## src/rtl/insn_encoder.sv

```systemverilog
// Instruction word encoder: packs decoded fields into 32-bit ISA words and
// queues them with a running address in a 2-entry valid/ready buffer.
module insn_encoder #(
    parameter int unsigned       ADDR_W    = 12,
    parameter logic [ADDR_W-1:0] BASE_ADDR = '0
) (
    input  logic              clock,
    input  logic              reset_n,
    input  logic              clear,
    input  logic              in_valid,
    output logic              in_ready,
    input  logic [4:0]        in_op,
    input  logic [4:0]        in_rd,
    input  logic [4:0]        in_rs,
    input  logic [4:0]        in_rt,
    input  logic [4:0]        in_shamt,
    input  logic [4:0]        in_aluop,
    input  logic [16:0]       in_imm,
    input  logic [26:0]       in_target,
    output logic              out_valid,
    input  logic              out_ready,
    output logic [31:0]       out_insn,
    output logic [ADDR_W-1:0] out_addr,
    output logic              err_illegal,
    output logic [7:0]        drop_count
);

    typedef enum logic [2:0] {
        FMT_R,
        FMT_I,
        FMT_JI,
        FMT_JII,
        FMT_BAD
    } fmt_t;

    fmt_t              fmt;
    logic [31:0]       enc_word;
    logic              accept;
    logic              push;
    logic              pop;
    logic              drop;

    logic [31:0]       mem_insn [2];
    logic [ADDR_W-1:0] mem_addr [2];
    logic              wr_ptr;
    logic              rd_ptr;
    logic [1:0]        count;
    logic [ADDR_W-1:0] addr_q;

    // Opcode map must match the core's decoder exactly.
    always_comb begin
        fmt = FMT_BAD;
        case (in_op)
            5'b00000:                                        fmt = FMT_R;
            5'b00101, 5'b00111, 5'b01000, 5'b00010, 5'b00110: fmt = FMT_I;
            5'b00001, 5'b00011, 5'b10110, 5'b10101:           fmt = FMT_JI;
            5'b00100:                                        fmt = FMT_JII;
            default:                                         fmt = FMT_BAD;
        endcase
    end

    always_comb begin
        enc_word = '0;
        case (fmt)
            FMT_R:   enc_word = {in_op, in_rd, in_rs, in_rt, in_shamt, in_aluop, 2'b00};
            FMT_I:   enc_word = {in_op, in_rd, in_rs, in_imm};
            FMT_JI:  enc_word = {in_op, in_target};
            FMT_JII: enc_word = {in_op, in_rd, 22'd0};
            default: enc_word = '0;
        endcase
    end

    // Ready comes only from registered occupancy; a full buffer refuses input
    // even when the head is being popped in the same cycle.
    assign in_ready  = (count != 2'd2);
    assign out_valid = (count != 2'd0);
    assign out_insn  = mem_insn[rd_ptr];
    assign out_addr  = mem_addr[rd_ptr];

    assign accept = in_valid & in_ready;
    assign push   = accept & (fmt != FMT_BAD);
    assign drop   = accept & (fmt == FMT_BAD);
    assign pop    = out_valid & out_ready;

    always_ff @(posedge clock or negedge reset_n) begin
        if (!reset_n) begin
            for (int unsigned i = 0; i < 2; i++) begin
                mem_insn[i] <= '0;
                mem_addr[i] <= BASE_ADDR;
            end
            wr_ptr      <= 1'b0;
            rd_ptr      <= 1'b0;
            count       <= '0;
            addr_q      <= BASE_ADDR;
            err_illegal <= 1'b0;
            drop_count  <= '0;
        end else if (clear) begin
            for (int unsigned i = 0; i < 2; i++) begin
                mem_insn[i] <= '0;
                mem_addr[i] <= BASE_ADDR;
            end
            wr_ptr      <= 1'b0;
            rd_ptr      <= 1'b0;
            count       <= '0;
            addr_q      <= BASE_ADDR;
            err_illegal <= 1'b0;
            drop_count  <= '0;
        end else begin
            if (push) begin
                mem_insn[wr_ptr] <= enc_word;
                mem_addr[wr_ptr] <= addr_q;
                wr_ptr           <= ~wr_ptr;
                addr_q           <= addr_q + ADDR_W'(1);
            end
            if (pop) begin
                rd_ptr <= ~rd_ptr;
            end
            count <= count + {1'b0, push} - {1'b0, pop};
            if (drop) begin
                err_illegal <= 1'b1;
                if (drop_count != 8'hFF) begin
                    drop_count <= drop_count + 8'd1;
                end
            end
        end
    end

endmodule
```

## config.mk

```make
export PLATFORM = sky130hd
export DESIGN_NAME = insn_encoder
export DESIGN_NICKNAME = d
export VERILOG_FILES = /design/src/rtl/insn_encoder.sv
export SDC_FILE = /design/constraint.sdc
export NUM_CORES = 1
export LEC_CHECK = 0
export ABC_AREA = 1
export CAP_MARGIN = 25
export CORE_MARGIN = 2
export CORE_UTILIZATION = 40
export DETAILED_ROUTE_END_ITERATION = 6
export PLACE_DENSITY_LB_ADDON = 0.2
export SLEW_MARGIN = 20
export SYNTH_ARGS = -nofsm -noshare
export SYNTH_HDL_FRONTEND = slang
export SYNTH_SLANG_ARGS = --single-unit
```

## constraint.sdc

```tcl
create_clock -name clock -period 2.2 [get_ports clock]
set_clock_uncertainty 0.15 [all_clocks]
set_input_delay 0.22 -clock clock [delete_from_list [all_inputs] [get_ports clock]]
set_output_delay 0.22 -clock clock [all_outputs]
set_load 0.1 [all_outputs]
```

# Word-level counts from Yosys, hierarchy flattened
# Memory sizes are Yosys's and may differ from the RTL's.
# Cells that the tools add are included.
[op_classes]
addsub = 4
multipliers = 0
div_mod_pow = 0
magnitude_cmp = 3
n_eq_ne = 7
shift = 0
n_mux = 29
bitwise = 8
n_reduce_logical = 8
[ops]
columns = ["operator", "n"]
rows = [
  ["$mux W32", 4],
  ["$mux W64", 2],
  ["$pmux W32 S4", 1],
  ["$mux W12", 6],
  ["$bwmux W64", 1],
  ["$mux W24", 2],
  ["$demux W32 S1", 1],
  ["$bwmux W24", 1],
  ["$mux W8", 3],
  ["$add A12 B1 Y12 const B", 1],
  ["$demux W12 S1", 1],
  ["$reduce_bool A2 Y1", 5],
  ["$add A8 B1 Y8 const B", 1],
  ["$ne A8 B8 Y1 const B", 1],
  ["$eq A3 B2 Y1 const B", 2],
  ["$mux W1", 6],
  ["$and A1 B1 Y1", 4],
  ["$ge A2 B2 Y1 const B", 2],
  ["$not A1 Y2", 2],
  ["$eq A3 B1 Y1 const B", 1],
  ["$eq A3 B3 Y1 const B", 1],
  ["$logic_not A3 Y1", 1],
  ["$ne A3 B3 Y1 const B", 1],
  ["$add A2 B1 Y2", 1],
  ["7 further kinds", 8],
]
[totals]
register_bits = 113
latch_bits = 0
ram_bits = 0
rom_bits = 96
input_bits = 79
word_cells = 70
memories = 1
[mem_list]
columns = ["memory", "depth", "width", "rd", "rd_clocked_by_memory_dff", "write_ports", "line_no", "source"]
rows = [
  ["(name not given)", 32, 3, 1, 0, 0, "53", "case (in_op)"],
]

# Depth between registers and ports, before layout
[logic_depth]
depth_word = 8
mapped_depth = 13
depth_no_buf = 12

# Worst setup path before layout
# No wires, ideal clock.
[synth_timing]
path_kind = "reg-to-reg"
start = "register count[1]"
end = "register mem_addr[8] in the netlist's numbering"
arrival_time_ns = 2.026
required_time_ns = 1.930
slack_ns = -0.096
path_stages_with_launch = 10
synth_period_minus_slack_ns = 2.296
path_cell_list = "dfrtp_1 nand2_1 nand2_1 nor2_4 inv_4 nand2_4 nand2_4 buf_4 nand2_1 o21ai_2"
[synth_via]
elab_chain_cells = 4
[synth_lines]
columns = ["element", "line_no", "source"]
rows = [
  ["start, declared", "47", "logic [1:0] count;"],
  ["start signal, assigned", "118", "count <= count + {1'b0, push} - {1'b0, pop};"],
  ["$ne A2 B2 Y1", "75", "assign in_ready = (count != 2'd2);"],
  ["via in_ready", "11", "output logic in_ready,"],
  ["$and A1 B1 Y1", "80", "assign accept = in_valid & in_ready;"],
  ["$and A1 B1 Y1", "81", "assign push = accept & (fmt != FMT_BAD);"],
  ["$reduce_bool A2 Y1 (no line)", "n/a", ""],
  ["end signal, assigned by index", "111", "mem_addr[wr_ptr] <= addr_q;"],
  ["end, declared", "44", "logic [ADDR_W-1:0] mem_addr [2];"],
]
# The timed path passes the listed nets, and every way through them passes these cells.
# A chain may end at the register's enable or synchronous reset.

# Final worst setup path
[layout_timing]
start = "register rd_ptr"
end = "output port out_addr[5]"
[layout_via]
elab_chain_cells = 4
[layout_lines]
columns = ["element", "line_no", "source"]
rows = [
  ["start, declared", "46", "logic rd_ptr;"],
  ["start signal, assigned", "116", "rd_ptr <= ~rd_ptr;"],
  ["$not A1 Y2 (implied by the code)", "78", "assign out_addr = mem_addr[rd_ptr];"],
  ["$mux W12 (implied by the code) (3 in a row)", "78", ""],
  ["end, declared", "23", "output logic [ADDR_W-1:0] out_addr,"],
]
# Every way passes these cells. The select of a mux whose other input is x is not followed.

==> summary.md <==
| Metric | Value |
|---|---|
| Status | `completed` |
| WL final | `16500 um` |
| Clk pwr share | `0.433` |
| Worst Path Max Fanout | `18` |
| Layout Cells excl Fill | `1152` |
| Root buf cell | `clkbuf_16` |
| Hold Path Class | `primary input to asynchronous set/reset pin` |
| VDD IR-drop max | `around 0.83 mV` |
| Yosys reg bits | `113` |
| Switch share | `0.296` |
| Yosys warns | `0` |
| Number of routed nets with antenna violations | `0` |
| Fin. Hold Viols | `0` |
| Period minus WS final | `2.08 ns` |
| TritonCTS Buffers | `17` |
| Synth Net Count | `between 800 and 900` |
| GR Util All Layers | `0.224` |
| Sequential power share | `0.337` |
| Drc violations | `0` |
| Core area | `14500 um^2` |
| Final slew viol count | `0` |
| CTS tree | `built` |
| Largest net degree at the start of global routing | `48` |
| Syn Area/Cell | `~7.4 um^2` |
| Max-cap viol count | `0` |
| Reg2Reg Capture Point | `count[1]` |
| P_leak | `4.41 nW` |
| Placed instance count | `1123` |
| DP HPWL | `11500 um` |
| Fin util | `0.603` |
| Final period utilization | `0.947` |
| Clock Path Buffers | `2` |
| 1st-pass router iterations | `5` |
| R2R depth | `8` |
| Combinational share of power | `0.230` |
| First-pass GRT wire length | `28400 um` |
| Antenna violations before repair | `0` |
| Core Rows | `44` |
| Cells after Synth | `approximately 800` |
| Slew headroom | `0.719` |
| Setup Crit Path Kind | `flop to output port` |
| Routability Congestion | `0.875` |
| Fin nets | `roughly 1.0k` |
| Setup tns final | `0 ns` |
| Final setup fails | `0` |
| Reg clk slew, reported paths | `0.05 ns` |
| FMAX | `0.480 GHz` |
| Layout Area Growth over Synthesis | `47.6%` |
| Cell area after synthesis | `~6000 um^2` |
| P_int | `0.00455 W` |
| WP data required | `roughly 1.8 ns` |
| Top FF cell, synth | `dfrtp_1` |
| Port-buffer cells | `133` |
| Critical Path Sink Type | `output port` |
| Sequential area share after synthesis | `0.478` |
| Synth top area share | `0.478` |
| Crit path from | `rd_ptr` |
| DR vias | `5722` |
| Yosys cell types | `29` |
| Asr flop ratio synth | `1.00` |
| Starting DRT DRC Count | `574` |
| Flop2flop setup slack | `slightly below 0.4 ns` |
| Critical Path Sink | `out_addr[5]` |
| N_diodes | `0` |
| Post-DP Area | `slightly above 8000 um^2` |
| Startpoint types | `flop` |
| Die H | `126 um` |
| R2r startpoint | `count[1]` |
| Cell with the largest stage delay on the worst path | `dfrtp_1` |
| Layout cell share with drive strength beyond 1 | `0.163` |
| Die outline width | `126 um` |
| Die ar. | `15800 um^2` |
| Setup bufs post-CTS | `0` |
| Clk sinks | `113` |
| # IOs | `134` |
| Drt wl/cell | `14.3 um` |
| Synth top area cells | `dfrtp_1 (48%), nand2_1 (26%), nand3_1 (6.1%)` |
| Top cells by count, synth | `nand2_1 (416), dfrtp_1 (113), nand3_1 (72)` |
| Cells along the critical path | `inv_2 > buf_4 > nand2_1 > nand2_1 > buf_12` |
| Clk_lat worst skew | `just over 0.4 ns` |
| Vias in the first global route | `~5.6k` |
| Largest area contributor in the netlist | `dfrtp_1` |
| GR Overflow Total | `0` |
| RSZ-0062 raised after global routing | `false` |
| Vias per cell | `between 4 and 5` |
| Worst path most repeated cell | `nand2_1` |
| Worst-Margin Slew | `0.418 ns` |
| Power, Total | `0.00646 W` |
| Post-synth EDFFs | `0` |
| Cell area after layout | `between 8000 and 9000 um^2` |
| Worst EP arrival | `1.71 ns` |
| Most frequent cell after synthesis | `nand2_1` |
| P per Cell Area | `around 740 nW/um^2` |
| Max incr delay on CP | `0.39 ns` |
| H-tree depth | `4` |
| Psw | `0.00191 W` |
| Initial Utilization | `0.408` |
per-layer routing:
metal	global-route usage	up-vias	wire, um
li1	-	2841	-
met1	0.317	2681	7830
met2	0.341	182	7480
met3	0.0513	18	1010
met4	0.0732	0	203
met5	0	-	0
cells by family after synthesis:
logic type                 share of synthesized area
and+or+nand+nor                                0.379
DFF                                            0.478
buffers and inverters                         0.0648
AOI/OAI and AO/OA                             0.0588
adders and majority gates                     0.0127
xor gates and xnor gates                     0.00593
critical path, delay by kind of cell (launching register included):
family | cells | cell delay, ns
buf+inv | 3 | 0.74
flops | 1 | 0.39
simple gates | 2 | 0.17
placed cells by master, fill, tap and decap left out, drive strengths merged:
cell / count
inv: 43
o31ai: 1
nand4: 10
clkinv: 3
or2: 2
clkdlybuf4s50: 77
clkbuf: 22
a21oi: 5
nand2: 422
bufinv: 3
o21ai: 53
a31o: 1
dfrtp: 113
nand3: 73
buf: 96
nor2: 24
xor2: 3
dlygate4sd3: 1
nor3: 9
ha: 6
xnor2: 1
timing repair:
item,4_1_cts,5_1_grt
hold buffers,1,0
endpoints found under the setup margin,0,1
resized for setup,0,1
endpoints found under the hold margin,113,0
worst min path at each step:
stage	from	end	slack (ns)	cells past startpoint
finish	reset_n	mem_insn[50]	0.11	2
global route	reset_n	mem_insn[52]	0.14	2
CTS	reset_n	mem_insn[50]	0.11	2
detailed placement	reset_n	mem_insn[50]	-0.0003	1
global placement	reset_n	mem_insn[50]	-0.002	1
floorplan	reset_n	addr_q[0]	-0.23	0
state kept, by name, summed over array words and instances, names as in the netlist:
register / flops
count: 2
err_illegal: 1
wr_ptr: 1
mem_addr: 24
drop_count: 8
addr_q: 12
rd_ptr: 1
mem_insn: 64
stage by stage:
stage,hold slack [ns],setup WS [ns]
after floorplan,-0.226,0.0744
after global placement,-0.00156,-0.118
after detailed placement,-0.000273,-0.153
after CTS,0.107,0.0422
after global routing,0.136,0.00537
final,0.107,0.116
final cells by class:
type	instances	area, um^2
well taps	184	230
flip-flops and latches	113	2830
repair buffers	174	2190
clock buffers	22	494
inverters	43	169
fillers	1271	5750
multi-input cells	610	2700
clock inverters	6	105
power groups by stage:
stage / Sequential [W] / Combinational, W / Clock, W
after floorplan: 0.00226 / 0.000806 / 0
final: 0.00218 / 0.00149 / 0.00280
after global routing: 0.00219 / 0.00159 / 0.00296
after detailed placement: 0.00221 / 0.00149 / 0
after global placement: 0.00221 / 0.00148 / 0
after CTS: 0.00218 / 0.00149 / 0.00284
No activity file was read; power rests on OpenSTA's default activity.
